===== config.mk =====
export PLATFORM = sky130hd
export DESIGN_NAME = hwag_spi_rx_frame_param
export DESIGN_NICKNAME = d
export VERILOG_FILES = /design/src/rtl/hwag_spi_pkg.sv /design/src/rtl/hwag_spi_byte_buffer.sv /design/src/rtl/hwag_spi_rx_frame_param.sv
export SDC_FILE = /design/constraint.sdc
export NUM_CORES = 1
export LEC_CHECK = 0
export BUFFER_PORTS_ARGS = -buffer_cell sky130_fd_sc_hd__buf_2
export CAP_MARGIN = 20
export CORE_ASPECT_RATIO = 0.75
export CORE_UTILIZATION = 35
export CTS_CLUSTER_DIAMETER = 200
export DETAILED_ROUTE_END_ITERATION = 6
export GPL_TIMING_DRIVEN = 0
export SYNTH_ARGS = -nofsm -noshare
export SYNTH_HDL_FRONTEND = slang
export SYNTH_HIERARCHICAL = 1
export SYNTH_SLANG_ARGS = --single-unit

===== constraint.sdc =====
create_clock -name clk -period 5.92 [get_ports clk]
set_input_delay 0.296 -clock clk [delete_from_list [all_inputs] [get_ports clk]]
set_output_delay 0.296 -clock clk [all_outputs]
set_load 0.02 [all_outputs]

===== src/rtl/hwag_spi_pkg.sv =====
// Shared types and frame-layout constants for the hwag SPI receive/transmit frame path.
package hwag_spi_pkg;

  typedef enum logic [1:0] {IDLE, RECV, EVAL} spi_rx_state_t;

  localparam int FRAME_OVERHEAD = 3;
  localparam int CMD_IDX        = 0;
  localparam int ADDR_IDX       = 1;
  localparam int DATA_IDX       = 2;

  function automatic int frame_bytes(input int data_bytes);
    return data_bytes + FRAME_OVERHEAD;
  endfunction

endpackage


===== src/rtl/hwag_spi_byte_buffer.sv =====
// DEPTH x 8 byte register file with indexed write and flattened read-out (byte i at [8*i+:8]).
module hwag_spi_byte_buffer #(
  parameter int DEPTH = 7,
  localparam int IDX_W = (DEPTH > 1) ? $clog2(DEPTH) : 1
) (
  input  logic               clk,
  input  logic               rst,
  input  logic               we_i,
  input  logic [IDX_W-1:0]   idx_i,
  input  logic [7:0]         wdata_i,
  output logic [8*DEPTH-1:0] rdata_o
);

  logic [7:0] mem_q [DEPTH];

  always_ff @(posedge clk or posedge rst) begin
    if (rst) begin
      for (int i = 0; i < DEPTH; i++) mem_q[i] <= '0;
    end else if (we_i) begin
      mem_q[idx_i] <= wdata_i;
    end
  end

  for (genvar g = 0; g < DEPTH; g++) begin : g_flat
    assign rdata_o[8*g +: 8] = mem_q[g];
  end

endmodule


===== src/rtl/hwag_spi_rx_frame_param.sv =====
// SPI receive-frame capture: collects CMD/ADDR/DATA/CRC bytes while slave-select is low,
// checks length and CRC on its release, and commits good frames to a shadow register.
module hwag_spi_rx_frame_param
  import hwag_spi_pkg::*;
#(
  parameter int DATA_BYTES = 4
) (
  input  logic                    clk,
  input  logic                    rst,
  input  logic                    spi_ss,
  input  logic                    spi_rx,
  input  logic [7:0]              spi_bus_out,
  input  logic [7:0]              spi_crc_rx_out,
  output logic [7:0]              frame_cmd,
  output logic [7:0]              frame_addr,
  output logic [8*DATA_BYTES-1:0] frame_data,
  output logic                    frame_valid,
  output logic                    frame_crc_err,
  output logic                    frame_len_err,
  output logic                    busy
);

  localparam int FRAME_BYTES = frame_bytes(DATA_BYTES);
  localparam int CNT_W       = $clog2(FRAME_BYTES + 2);
  localparam int IDX_W       = $clog2(FRAME_BYTES);
  localparam logic [CNT_W-1:0] CNT_LAST = CNT_W'(FRAME_BYTES - 1);
  localparam logic [CNT_W-1:0] CNT_FULL = CNT_W'(FRAME_BYTES);

  spi_rx_state_t state_q, state_d;
  logic                    ss_q, ss_d;
  logic [CNT_W-1:0]        cnt_q, cnt_d;
  logic                    ovf_q, ovf_d;
  logic [7:0]              crc_calc_q, crc_calc_d;
  logic [7:0]              cmd_q, cmd_d, addr_q, addr_d;
  logic [8*DATA_BYTES-1:0] data_q, data_d;
  logic                    valid_q, valid_d, crc_err_q, crc_err_d, len_err_q, len_err_d;
  logic                    ss_fall, ss_rise, buf_we;
  logic [8*FRAME_BYTES-1:0] work;

  assign ss_fall = ~spi_ss & ss_q;
  assign ss_rise = spi_ss & ~ss_q;

  hwag_spi_byte_buffer #(.DEPTH(FRAME_BYTES)) u_buf (
    .clk     (clk),
    .rst     (rst),
    .we_i    (buf_we),
    .idx_i   (cnt_q[IDX_W-1:0]),
    .wdata_i (spi_bus_out),
    .rdata_o (work)
  );

  always_comb begin
    state_d    = state_q;
    cnt_d      = cnt_q;
    ovf_d      = ovf_q;
    crc_calc_d = crc_calc_q;
    cmd_d      = cmd_q;
    addr_d     = addr_q;
    data_d     = data_q;
    valid_d    = 1'b0;
    crc_err_d  = 1'b0;
    len_err_d  = 1'b0;
    buf_we     = 1'b0;
    // ss_q is frozen through EVAL so a fall arriving there is still seen once back in IDLE
    ss_d       = (state_q == EVAL) ? ss_q : spi_ss;
    case (state_q)
      IDLE: begin
        if (ss_fall) begin
          state_d = RECV;
          cnt_d   = '0;
          ovf_d   = 1'b0;
        end
      end
      RECV: begin
        if (ss_rise) begin
          state_d = EVAL;
        end else if (spi_rx && !spi_ss && !ovf_q) begin
          buf_we = (cnt_q < CNT_FULL);
          if (cnt_q == CNT_LAST) crc_calc_d = spi_crc_rx_out;
          if (cnt_q == CNT_FULL) ovf_d = 1'b1;
          cnt_d = cnt_q + 1'b1;
        end
      end
      EVAL: begin
        state_d = IDLE;
        if (cnt_q != CNT_FULL) begin
          len_err_d = 1'b1;
        end else if (work[8*(FRAME_BYTES-1) +: 8] == crc_calc_q) begin
          valid_d = 1'b1;
          cmd_d   = work[8*CMD_IDX +: 8];
          addr_d  = work[8*ADDR_IDX +: 8];
          data_d  = work[8*DATA_IDX +: 8*DATA_BYTES];
        end else begin
          crc_err_d = 1'b1;
        end
      end
      default: state_d = IDLE;
    endcase
  end

  always_ff @(posedge clk or posedge rst) begin
    if (rst) begin
      state_q    <= IDLE;
      ss_q       <= 1'b1;
      cnt_q      <= '0;
      ovf_q      <= 1'b0;
      crc_calc_q <= '0;
      cmd_q      <= '0;
      addr_q     <= '0;
      data_q     <= '0;
      valid_q    <= 1'b0;
      crc_err_q  <= 1'b0;
      len_err_q  <= 1'b0;
    end else begin
      state_q    <= state_d;
      ss_q       <= ss_d;
      cnt_q      <= cnt_d;
      ovf_q      <= ovf_d;
      crc_calc_q <= crc_calc_d;
      cmd_q      <= cmd_d;
      addr_q     <= addr_d;
      data_q     <= data_d;
      valid_q    <= valid_d;
      crc_err_q  <= crc_err_d;
      len_err_q  <= len_err_d;
    end
  end

  assign frame_cmd     = cmd_q;
  assign frame_addr    = addr_q;
  assign frame_data    = data_q;
  assign frame_valid   = valid_q;
  assign frame_crc_err = crc_err_q;
  assign frame_len_err = len_err_q;
  assign busy          = (state_q == RECV);

endmodule

# After elaboration in Yosys (flattened, before gate mapping)
# Cells that the tools add are included.
[word_totals]
reg_bits = 123
inputBits = 20
out_inout_bits = 52
wordCells = 78
[classes]
addsub = 1
magnitude_cmp = 3
eq_ne = 11
n_mux = 26
bitwise_logic = 7
reduce_logical = 12
[ops]
columns = ["cell", "count"]
rows = [
  ["56-bit bitwise mux", 1],
  ["8-bit demux with 3-bit select", 1],
  ["1-bit two-way mux", 15],
  ["4-bit two-way mux", 3],
  ["4-bit by 3-bit == test with 1-bit output, second input constant", 2],
  ["8-bit == test", 1],
  ["8-bit two-way mux", 1],
  ["4-bit case mux with 2 select lines", 1],
  ["4-bit AND reduction", 2],
  ["2-bit by 1-bit != test with 1-bit output, second input constant", 3],
  ["5-bit AND reduction", 1],
  ["4-bit by 1-bit adder with 4-bit output, second input constant", 1],
  ["4-bit >= comparator, second input constant", 1],
  ["4-bit by 1-bit < comparator with 1-bit output, second input constant", 1],
  ["4-bit by 3-bit < comparator with 1-bit output, second input constant", 1],
  ["2-bit two-way mux", 2],
  ["2-bit != test, second input constant", 2],
  ["4-bit by 3-bit != test with 1-bit output, second input constant", 1],
  ["1-bit NOT", 4],
  ["3-bit NOT with 4-bit output", 1],
  ["2-bit case mux with 2 select lines", 1],
  ["1-bit logical AND", 3],
  ["3-bit AND reduction", 1],
  ["1-bit AND", 2],
  ["other kinds (7)", 8],
]

# Depth between registers and ports, before layout
[logic_depth]
depth_word = 6
ltp_mapped = 7
depth_no_buf = 5

# Cells and area by module
# Netlist, hierarchy kept.
[by_module_without_submodules]
columns = ["mod", "n_inst", "cells_per_inst", "area_each_um2", "seq_area_each_um2"]
rows = [
  ["hwag_spi_rx_frame_param", 1, 176, 2711.4, 1677.9],
  ["hwag_spi_byte_buffer", 1, 127, 2149.6, 1401.3],
]

# Worst setup path after synthesis
# OpenSTA, ideal clock, no wires.
[synth_timing]
path_type = "reg2reg"
from = "register ovf_q"
to = "register u_buf.mem_q, in the netlist u_buf/rdata_o[0]"
setup_ns = 0.125
arrival_time_ns = 2.154
required_ns = 5.795
path_slack_ns = 3.641
stages_incl_launch_ff = 7
n_path_buf = 1
synth_period_minus_slack_ns = 2.279
cell_sequence = "dfrtp_1 nor4b_1 nand2_1 a211oi_1 clkbuf_1 nor4b_4 mux2_2"
[synth_between]
elab_chain_len = 5
[synth_rtl]
columns = ["element", "line", "rtl"]
rows = [
  ["start, declared", "hwag_spi_rx_frame_param.sv:32", "logic ovf_q, ovf_d;"],
  ["start signal, assigned", "hwag_spi_rx_frame_param.sv:118", "ovf_q <= ovf_d;"],
  ["1-bit logical NOT", "hwag_spi_rx_frame_param.sv:77", "end else if (spi_rx && !spi_ss && !ovf_q) begin"],
  ["1-bit logical AND", "hwag_spi_rx_frame_param.sv:77", ""],
  ["1-bit two-way mux", "hwag_spi_rx_frame_param.sv:77", ""],
  ["1-bit two-way mux", "hwag_spi_rx_frame_param.sv:75", "if (ss_rise) begin"],
  ["1-bit two-way mux", "hwag_spi_rx_frame_param.sv:66", "case (state_q)"],
  ["named net buf_we", "hwag_spi_rx_frame_param.sv:37", "logic ss_fall, ss_rise, buf_we;"],
  ["end signal, assigned by index", "hwag_spi_byte_buffer.sv:20", "mem_q[idx_i] <= wdata_i;"],
  ["end, declared", "hwag_spi_byte_buffer.sv:14", "logic [7:0] mem_q [DEPTH];"],
]
# The timed path passes the listed nets, and every way through them passes these cells.
# A chain may end at the register's enable or synchronous reset.

# Final worst setup path
[layout_timing]
from = "register state_q[0]"
to = "register u_buf.mem_q, in the netlist u_buf/rdata_o[3]"
[layout_between]
elab_chain_len = 2
[layout_rtl]
columns = ["element", "line", "rtl"]
rows = [
  ["start, declared", "hwag_spi_rx_frame_param.sv:29", "spi_rx_state_t state_q, state_d;"],
  ["start signal, assigned", "hwag_spi_rx_frame_param.sv:115", "state_q <= state_d;"],
  ["2-bit by 1-bit == test with 1-bit output", "hwag_spi_rx_frame_param.sv:66", ""],
  ["1-bit two-way mux", "hwag_spi_rx_frame_param.sv:66", ""],
  ["named net buf_we", "hwag_spi_rx_frame_param.sv:37", ""],
]
# The timed path passes the listed nets, and every way through them passes these cells.

==> flow_metrics.tcl <==
set metrics [dict create \
    status "finished, violations left" \
    violations "DRC" \
    grt_pass1_wl_um 16000 \
    post-route-cell-area_mm2 0.00610 \
    dp.cells 546 \
    cap_violations 0 \
    cp-start-kind "flop" \
    pin_count 72 \
    clk_latency_ps 410 \
    grt_pass1_vias 2995 \
    synth_area_per_cell_um2 16.0 \
    syn_area_mm2 0.00486 \
    cp.required_ps 6200 \
    dominantRegCellSynth "dfrtp_1" \
    setup_viol 0 \
    synthCells 303 \
    place.gp.congestion 0.695 \
    slew_violations 0 \
    numCtsBuffers 17 \
    reg2reg_depth 6 \
    drt-total-wl_um 9750 \
    ys_types 28 \
    port_buffers 71 \
    vdd_drop_max_uv 207 \
    antenna_cells 0 \
    maxSlewHeadroom 0.413 \
    hp-class "in2reg" \
    vias 2731 \
    rsz0062_at_grt "false" \
    rows 36 \
    timing.final.ws_setup_ps 3190 \
    initial_core_util 0.366 \
    seq_area_mm2 0.00308 \
    tightest_slew_ps 881 \
    drt_iter0_markers 98 \
    clock_path_buffers 2 \
    cts_root_buf "clkbuf_16" \
    fp.dieH_um 104 \
    die_w_um 138 \
    final.setup.tns_ps 0 \
    p_total_mw 2.39 \
    drcViolationCount 11 \
    fin_crit_sh 0.461 \
    grt_max_degree 68 \
    dp_slack_ps 3190 \
    multi_input_area_mm2 0.00170 \
    max_freq_ghz 0.367 \
    dr.pass1.iters 6 \
    crit_arrival_ps 3010 \
    fill_cells 1176 \
    layoutNonFillerInstCount 578 \
    critical_path.max_fanout 8 \
    cts_resized 0 \
    synth_edf_count 0 \
    cts_sinks 123 \
    crit_type "reg2reg" \
    ys_seq_area_frac 0.633 \
    antenna_found_initial 0 \
    ant_nets 0 \
    hpwl_um 6590 \
    dieArea_mm2 0.0144 \
    grt_overflow_total 0 \
    h-tree-depth 4 \
    fin_crit_ps 2730 \
    cts.reportedPaths.clkPinSlew_ps 50 \
    p_leak_nw 3.29 \
    syn_nets 325 \
    coreArea_mm2 0.0133 \
    hold_viol_final 0 \
    hold_slack_ps 119 \
    async_flop_share 1.00 \
    routedWlPerCell_um 16.9 \
    p_per_area_mw_per_mm2 392 \
    fin_nets 417 \
    ys_warn_count 6 \
    utilization 0.459 \
    cts_tree "yes" \
    finClkSkew_ps 8.33 \
    ys_ff_latch 123 \
    track_usage 0.150 \
    area_growth_pct 25.5 \
    endpoint_kind "flop" \
    place_area_mm2 0.00545 \
    min_delay_path_depth 2 \
    avgViaCountPerCell 4.72 \
    drive_gt1_frac 0.572 \
]
[power breakdown]
group / internal, mW / leakage, nW / switching [mW]
Combinational: 0.131 / 1.30 / 0.102
Clock: 0.756 / 0.316 / 0.355
Sequential: 0.969 / 1.67 / 0.0747
Total: 1.86 / 3.29 / 0.532
[placed cells by master (no fill, tap or decap), types with 3 or more instances in the layout]
| cell | Yosys | routed |
|---|---|---|
| nand3_1 | 4 | 4 |
| clkbuf_8 | 0 | 5 |
| xor2_1 | 9 | 9 |
| mux2_2 | 104 | 104 |
| a21oi_1 | 4 | 4 |
| clkbuf_16 | 0 | 17 |
| nor2b_1 | 3 | 3 |
| o21ai_0 | 3 | 3 |
| nand4b_1 | 3 | 3 |
| nor2_1 | 5 | 5 |
| bufinv_16 | 0 | 4 |
| buf_2 | 10 | 81 |
| nor4bb_1 | 3 | 3 |
| clkbuf_1 | 1 | 3 |
| mux2_4 | 9 | 9 |
| dfrtp_1 | 122 | 122 |
| clkinv_2 | 0 | 3 |
[logic make-up after synthesis]
kind of cell             synth area share
flip-flops                          0.633
AND/OR/NAND/NOR                    0.0512
buffers and inverters              0.0165
XOR/XNOR                           0.0162
multiplexers                        0.269
AO/OA/AOI/OAI                     0.00875
adder cells (fa/ha/maj)           0.00515
[flip-flops by register name, summed over array words and instances, names as in the netlist, 2 cells and up]
name / count
frame_addr: 8
cnt_q: 4
frame_data: 32
state_q: 2
frame_cmd: 8
u_buf/rdata_o: 56
crc_calc_q: 8
[repair_timing]
| action | in CTS | in global routing |
|---|---|---|
| setup buffers | 0 | 0 |
| endpoints found under the hold margin | 22 | 0 |
| hold buffers | 1 | 0 |
[area by class of cell]
cell class	instances	share of cell area
repair buffers	73	0.0632
inverters	4	0.00287
well taps	171	0.0351
flip-flops and latches	123	0.505
clock inverters	7	0.0222
clock buffers	24	0.0823
plain buffers	12	0.0107
multi-input cells	164	0.279
[path summary, 6_finish.rpt]
| check | start | slack, ps | to |
|---|---|---|---|
| setup / recovery | state_q[0]$_DFFE_PP0P_ | 3190 | u_buf/rdata_o[3]$_DFFE_PP0P_ |
| hold / removal | spi_crc_rx_out[7] | 120 | crc_calc_q[7]$_DFFE_PP0P_ |
| setup reg to reg | state_q[0]$_DFFE_PP0P_ | 3190 | u_buf/rdata_o[3]$_DFFE_PP0P_ |
| hold reg to reg | u_buf/rdata_o[26]$_DFFE_PP0P_ | 500 | frame_data[10]$_DFFE_PP0P_ |
| max in group asynchronous | rst | 4700 | frame_data[6]$_DFFE_PP0P_ |
| min in group asynchronous | rst | 500 | u_buf/rdata_o[0]$_DFFE_PP0P_ |
[synth_stat cells, drive strengths merged (2+ instances only)]
cell / count / area [µm²]
nor4b: 3 / 41.3
nand3: 4 / 20.0
dfrtp: 122 / 3050
ha: 2 / 25.0
a21oi: 4 / 20.0
nor2b: 3 / 18.8
o21ai: 3 / 15.0
nand2: 2 / 7.51
xor2: 9 / 78.8
inv: 4 / 15.0
nor4: 2 / 25.0
nor2: 5 / 18.8
nor4bb: 3 / 30.0
mux2: 113 / 1310
buf: 11 / 61.3
nand4b: 4 / 41.3
and3b: 2 / 17.5
[metal layers]
layer,up-vias,part of all wire,track usage
met1,1397,0.48,0.194
met4,0,0.013,0.0722
li1,1261,-,-
met5,-,0,0
met2,60,0.45,0.223
met3,13,0.059,0.0534
[worst max-delay path: stages, from the launching register on]
cell and delay, ps:
dfrtp_1 430, nor4b_1 430, nand2_1 250, a211oi_1 250, clkbuf_1 270, nor4b_4 560, mux2_2 410
Note: power is estimated with default switching activity, not from simulation.
